===== src/rtl/uart_cmd_pkg.sv =====
// uart_cmd_pkg: shared types and constants for the UART command parser.
// Holds the parser FSM encoding, the default frame byte values and the
// frame checksum helper.
package uart_cmd_pkg;

  typedef enum logic [2:0] {
    S_IDLE    = 3'd0,
    S_HDR_OK  = 3'd1,
    S_GOT_CMD = 3'd2,
    S_GOT_P1  = 3'd3,
    S_GOT_P2  = 3'd4,
    S_RESP    = 3'd5
  } cmd_state_t;

  localparam logic [7:0] DEF_HEADER      = 8'h55;
  localparam logic [7:0] DEF_CMD_SET_POS = 8'h01;
  localparam logic [7:0] DEF_ACK_BYTE    = 8'hAA;
  localparam logic [7:0] DEF_NAK_BYTE    = 8'hEE;

  // Frame checksum: XOR of command and both payload bytes.
  function automatic logic [7:0] calc_chk(input logic [7:0] cmd,
                                          input logic [7:0] p1,
                                          input logic [7:0] p2);
    return cmd ^ p1 ^ p2;
  endfunction

endpackage


===== src/rtl/uart_cmd_timeout.sv =====
// uart_cmd_timeout: inter-byte idle counter for the command parser.
// Counts cycles while run is high; any clear (a received byte) or a drop of
// run restarts it. expired is high for the cycle the count sits at the
// limit, which the parser sees for exactly one cycle because it leaves the
// running states in response.
module uart_cmd_timeout #(
  parameter int TIMEOUT_CYCLES = 100000
) (
  input  logic clk,
  input  logic reset,
  input  logic clear,
  input  logic run,
  output logic expired
);

  localparam int CW = $clog2(TIMEOUT_CYCLES + 1);
  localparam logic [CW-1:0] LIMIT = CW'(TIMEOUT_CYCLES);

  logic [CW-1:0] cnt;

  // Idle counter: restart on a byte or outside a frame, saturate at the limit.
  always_ff @(posedge clk or negedge reset) begin
    if (!reset) begin
      cnt <= '0;
    end else if (clear || !run) begin
      cnt <= '0;
    end else if (cnt != LIMIT) begin
      cnt <= cnt + CW'(1);
    end
  end

  assign expired = run && !clear && (cnt == LIMIT);

endmodule


===== src/rtl/uart_cmd_parser.sv =====
// uart_cmd_parser: assembles 5-byte host frames (HEADER CMD P1 P2 CHK),
// loads good SET_POS payloads into shadow registers and applies them to the
// target position outputs on the next VSYNC falling edge.
// Build option: define UART_CMD_ACK_EN to return an ACK/NAK byte per frame
// through tx_data/tx_valid/tx_ready; without it the response port is idle.
//
// Response handshake: tx_valid rises with tx_data the cycle after the CHK
// byte, both stay stable while tx_ready is low, and the byte is transferred
// on a cycle where tx_valid && tx_ready; tx_valid drops the cycle after.
module uart_cmd_parser
  import uart_cmd_pkg::*;
#(
  parameter logic [7:0] HEADER         = DEF_HEADER,
  parameter logic [7:0] CMD_SET_POS    = DEF_CMD_SET_POS,
  parameter logic [7:0] ACK_BYTE       = DEF_ACK_BYTE,
  parameter logic [7:0] NAK_BYTE       = DEF_NAK_BYTE,
  parameter int         TIMEOUT_CYCLES = 100000
) (
  input  logic       clk,
  input  logic       reset,
  input  logic [7:0] rx_data,
  input  logic       rx_valid,
  output logic [7:0] tx_data,
  output logic       tx_valid,
  input  logic       tx_ready,
  input  logic [1:0] r_vsync_i,
  output logic [7:0] target_pos_out1,
  output logic [7:0] target_pos_out2,
  output logic       pos_pending,
  output logic       frame_err,
  output logic [2:0] dbg_state
);

  cmd_state_t state;
  logic [7:0] cmd_q;
  logic [7:0] p1_q;
  logic [7:0] p2_q;
  logic [7:0] shadow1;
  logic [7:0] shadow2;
  logic       timeout_run;
  logic       timeout_expired;
  logic       frame_good;
  logic       vsync_fall;

  assign dbg_state   = state;
  assign vsync_fall  = (r_vsync_i == 2'b10);
  assign timeout_run = (state == S_HDR_OK) || (state == S_GOT_CMD) ||
                       (state == S_GOT_P1) || (state == S_GOT_P2);
  assign frame_good  = (rx_data == calc_chk(cmd_q, p1_q, p2_q)) &&
                       (cmd_q == CMD_SET_POS);

  uart_cmd_timeout #(
    .TIMEOUT_CYCLES(TIMEOUT_CYCLES)
  ) u_timeout (
    .clk    (clk),
    .reset  (reset),
    .clear  (rx_valid),
    .run    (timeout_run),
    .expired(timeout_expired)
  );

`ifndef UART_CMD_ACK_EN
  // Response port is idle in this build; tx_ready is intentionally unused.
  logic unused_tx_ready;
  assign unused_tx_ready = tx_ready;
  assign tx_data  = 8'h00;
  assign tx_valid = 1'b0;
`endif

  // Parser FSM with registered outputs; the VSYNC apply happens before the
  // frame update so a same-cycle good CHK leaves its new values pending.
  always_ff @(posedge clk or negedge reset) begin
    if (!reset) begin
      state           <= S_IDLE;
      cmd_q           <= 8'h00;
      p1_q            <= 8'h00;
      p2_q            <= 8'h00;
      shadow1         <= 8'h00;
      shadow2         <= 8'h00;
      target_pos_out1 <= 8'h00;
      target_pos_out2 <= 8'h00;
      pos_pending     <= 1'b0;
      frame_err       <= 1'b0;
`ifdef UART_CMD_ACK_EN
      tx_data         <= 8'h00;
      tx_valid        <= 1'b0;
`endif
    end else begin
      frame_err <= 1'b0;

      if (vsync_fall && pos_pending) begin
        target_pos_out1 <= shadow1;
        target_pos_out2 <= shadow2;
        pos_pending     <= 1'b0;
      end

      case (state)
        S_IDLE: begin
          if (rx_valid && (rx_data == HEADER)) state <= S_HDR_OK;
        end
        S_HDR_OK: begin
          if (timeout_expired) begin
            state     <= S_IDLE;
            frame_err <= 1'b1;
          end else if (rx_valid) begin
            cmd_q <= rx_data;
            state <= S_GOT_CMD;
          end
        end
        S_GOT_CMD: begin
          if (timeout_expired) begin
            state     <= S_IDLE;
            frame_err <= 1'b1;
          end else if (rx_valid) begin
            p1_q  <= rx_data;
            state <= S_GOT_P1;
          end
        end
        S_GOT_P1: begin
          if (timeout_expired) begin
            state     <= S_IDLE;
            frame_err <= 1'b1;
          end else if (rx_valid) begin
            p2_q  <= rx_data;
            state <= S_GOT_P2;
          end
        end
        S_GOT_P2: begin
          if (timeout_expired) begin
            state     <= S_IDLE;
            frame_err <= 1'b1;
          end else if (rx_valid) begin
            if (frame_good) begin
              shadow1     <= p1_q;
              shadow2     <= p2_q;
              pos_pending <= 1'b1;
            end else begin
              frame_err <= 1'b1;
            end
`ifdef UART_CMD_ACK_EN
            tx_data  <= frame_good ? ACK_BYTE : NAK_BYTE;
            tx_valid <= 1'b1;
            state    <= S_RESP;
`else
            state    <= S_IDLE;
`endif
          end
        end
        S_RESP: begin
`ifdef UART_CMD_ACK_EN
          if (tx_valid && tx_ready) begin
            tx_valid <= 1'b0;
            state    <= S_IDLE;
          end
`else
          state <= S_IDLE;
`endif
        end
        default: state <= S_IDLE;
      endcase
    end
  end

endmodule


===== config.mk =====
export PLATFORM = sky130hd
export DESIGN_NAME = uart_cmd_parser
export DESIGN_NICKNAME = d
export VERILOG_FILES = /design/src/rtl/uart_cmd_pkg.sv /design/src/rtl/uart_cmd_timeout.sv /design/src/rtl/uart_cmd_parser.sv
export SDC_FILE = /design/constraint.sdc
export NUM_CORES = 1
export LEC_CHECK = 0
export CORE_ASPECT_RATIO = 0.9
export CORE_MARGIN = 2
export CORE_UTILIZATION = 59
export DETAILED_ROUTE_END_ITERATION = 10
export GPL_TIMING_DRIVEN = 0
export PLACE_DENSITY = 0.84
export SYNTH_ARGS = -nofsm -noshare
export SYNTH_HDL_FRONTEND = slang
export SYNTH_SLANG_ARGS = --single-unit

===== constraint.sdc =====
create_clock -name clk -period 3.68 [get_ports clk]
set_clock_uncertainty 0.1 [all_clocks]
set_input_delay 0.368 -clock clk [delete_from_list [all_inputs] [get_ports clk]]
set_output_delay 0.368 -clock clk [all_outputs]
set_load 0.02 [all_outputs]

==> impl_metrics.tcl <==
set metrics [dict create \
    ys_ff_latch 78 \
    antenna_found_initial 0 \
    min_path_type "in2async" \
    synthCells 280 \
    ys_top_cells_by_area "dfrtp_1, mux2_2, xnor2_1, mux2_4, xor2_1" \
    worstPathArrival_ns 2.59 \
    cp_top_family "buffers and inverters" \
    grt_max_degree 69 \
    cts_buffers 9 \
    viasPerCell 5.42 \
    place_congestion 0.803 \
    yosys.area.top_type "dfrtp_1" \
    dieArea_um2 6730 \
    core_um2 5790 \
    cellLeakagePower_nw 1.98 \
    boundaryPins 44 \
    cp_max_fo 10 \
    grt_util_all_layers_pct 22.2 \
    yosysSeqAreaShare_pct 54.3 \
    drcViolationCount 0 \
    cts-resized-gates 0 \
    vias 2211 \
    maxCapViolations 0 \
    ant_nets 0 \
    clock_path_buffers 2 \
    ys_async_sr_fraction_pct 100 \
    tightest_slew_ns 0.762 \
    setup_tns_ns 0 \
    area_delta_synth_final_pct 19.1 \
    crit_buf_inv 2 \
    synth_edf_count 0 \
    drt_iter0_drc 113 \
    max_slew_margin_pct 49.0 \
    drt_wl_total_um 6570 \
    grt_pass1_wl_um 11500 \
    syn_avg_cell_area_um2 12.8 \
    crit_slowest_cell "clkdlybuf4s50_1" \
    fp.dieH_um 78.0 \
    netlist.area_leader.share_pct 54.3 \
    postCtsSetupBuffers 0 \
    max_stage_delay_ns 0.61 \
    synth_warnings 0 \
    final_util_pct 73.9 \
    syn_area_um2 3590 \
    initial_core_util_pct 62.0 \
    cp.required_ns 3.82 \
    grt.overflow.total 0 \
    dp.cells 392 \
    peakVddDrop_uv 519 \
    p_total_mw 2.62 \
    finalNonFillerCells 408 \
    firstDrtPassIters 5 \
    htree_levels 3 \
    crit_type "in2reg" \
    clk_pin_slew_worst_paths_ns 0.08 \
    synth-main-ff-cell "dfrtp_1" \
    yosysUniqueCellTypes 40 \
    dp_hpwl_um 4600 \
    num-nets-final 350 \
    root_buffer "clkbuf_8" \
    die_x_um 86.3 \
    worst_setup_path_end_kind "flop" \
    final-hold-violation-count 0 \
    drive_gt1_share_pct 26.0 \
    grt_pass1_vias 2354 \
    cts.sinks 78 \
    wl_per_cell_um 16.1 \
    fp-row-count 26 \
    max_freq_mhz 408 \
    io_buffers 33 \
    status "completed" \
    setup_violations 0 \
    fin_crit_sh_pct 66.6 \
    final_common_cell "dfrtp_1" \
    post-route-min-period_ns 2.45 \
    layout_common_cells "dfrtp_1, mux2_2, clkdlybuf4s50_1" \
    slew_violations 0 \
    worstSetupStartpointType "primary input" \
    cts_tree "done" \
    power_density_nw_per_um2 613 \
    grt_setup_unrepaired "no" \
    clock_latency_ns 0.35 \
    critical_path.cell_chain "clkdlybuf4s50_1 > xor2_1 > xnor2_1 > a2111oi_4 > nand4b_4 > buf_6 > mux2_4" \
    n_antenna_cell 0 \
]
==> through the flow <==
step           hold WS (ns)  setup WS (ns)  instance area, µm²
2_1_floorplan       -0.0276           1.69                3620
3_3_place_gp          0.387         -0.522                4040
3_5_place_dp          0.118          0.871                4070
4_1_cts               0.286           1.22                4280
5_1_grt               0.304           1.11                4280
6_report              0.290           1.23                4280
==> cell families (layout without fill, tap and decap cells) <==
family                   after synthesis  after routing  share of synthesized area [%]
flip-flops                            78             78                           54.3
AND/OR/NAND/NOR                       67             67                           10.6
multiplexers                          57             57                           18.8
XOR/XNOR                              35             35                           8.53
buffers and inverters                 21             71                           3.34
AO/OA/AOI/OAI                         19             19                           3.66
adder cells (fa/ha/maj)                2              2                          0.697
other                                  1              9                          0.104
==> final timing paths <==
check                      slack (ns)  depth (start not counted)                  to        from
setup / recovery                 1.23                          7          shadow1[1]  rx_data[6]
hold / removal                   0.29                          2  target_pos_out1[5]       reset
setup reg to reg                 1.39                          6          shadow1[1]     p2_q[0]
hold reg to reg                  0.41                          1  target_pos_out1[1]  shadow1[1]
max in group asynchronous        2.63                          3   u_timeout.cnt[15]       reset
min in group clk                 0.41                          1  target_pos_out1[1]  shadow1[1]
==> state kept, by name (all words and copies together), names as in the netlist <==
name,count
frame_err,1
p2_q,8
dbg_state,3
target_pos_out2,8
cmd_q,8
shadow1,8
pos_pending,1
target_pos_out1,8
u_timeout.cnt,17
p1_q,8
shadow2,8
==> where the power goes <==
group          switching [mW]  internal, mW  total (mW)
combinational           0.373         0.395       0.768
clock                   0.296         0.375       0.671
sequential              0.166          1.02        1.18
total                   0.835          1.79        2.62
==> cells in the mapped netlist, types with 2 or more instances <==
master     n
dfrtp_1   78
mux2_2    47
xnor2_1   22
nor2_1    20
xor2_1    13
nand2_1   11
buf_4      9
mux2_4     9
a21oi_1    8
nand3_1    7
inv_1      6
clkbuf_1   5
nand4_1    4
o21ai_0    4
nor2b_1    3
or3_1      3
a211oi_1   2
and3_1     2
and4_1     2
ha_1       2
nand3b_1   2
nor3_1     2
nor4bb_1   2
==> routing by layer <==
| layer | share of wire, % | wire (µm) | global-route usage, % | up-vias |
|---|---|---|---|---|
| met2 | 47 | 3080 | 34.3 | 48 |
| met4 | 1.6 | 104 | 6.41 | 0 |
| met1 | 47 | 3100 | 30.2 | 1087 |
| met5 | 0 | 0 | 0 | - |
| met3 | 4.3 | 281 | 7.26 | 11 |
| li1 | - | - | - | 1065 |
==> layout make-up <==
type / count / area (µm²)
Tap cell: 70 / 87.6
Inverter: 6 / 22.5
Sequential cell: 78 / 1950
Multi-Input combinational cell: 189 / 1550
Clock buffer: 10 / 128
Clock inverter: 5 / 75.1
Timing Repair Buffer: 35 / 365
Buffer: 15 / 97.6
Fill cell: 387 / 1510
==> what timing repair did <==
| item | CTS | global route |
|---|---|---|
| hold endpoints to repair | 10 | 0 |
| endpoints found under the setup margin | 0 | 0 |
| hold buffers | 1 | 0 |
Power figures use the tool's default switching activity.
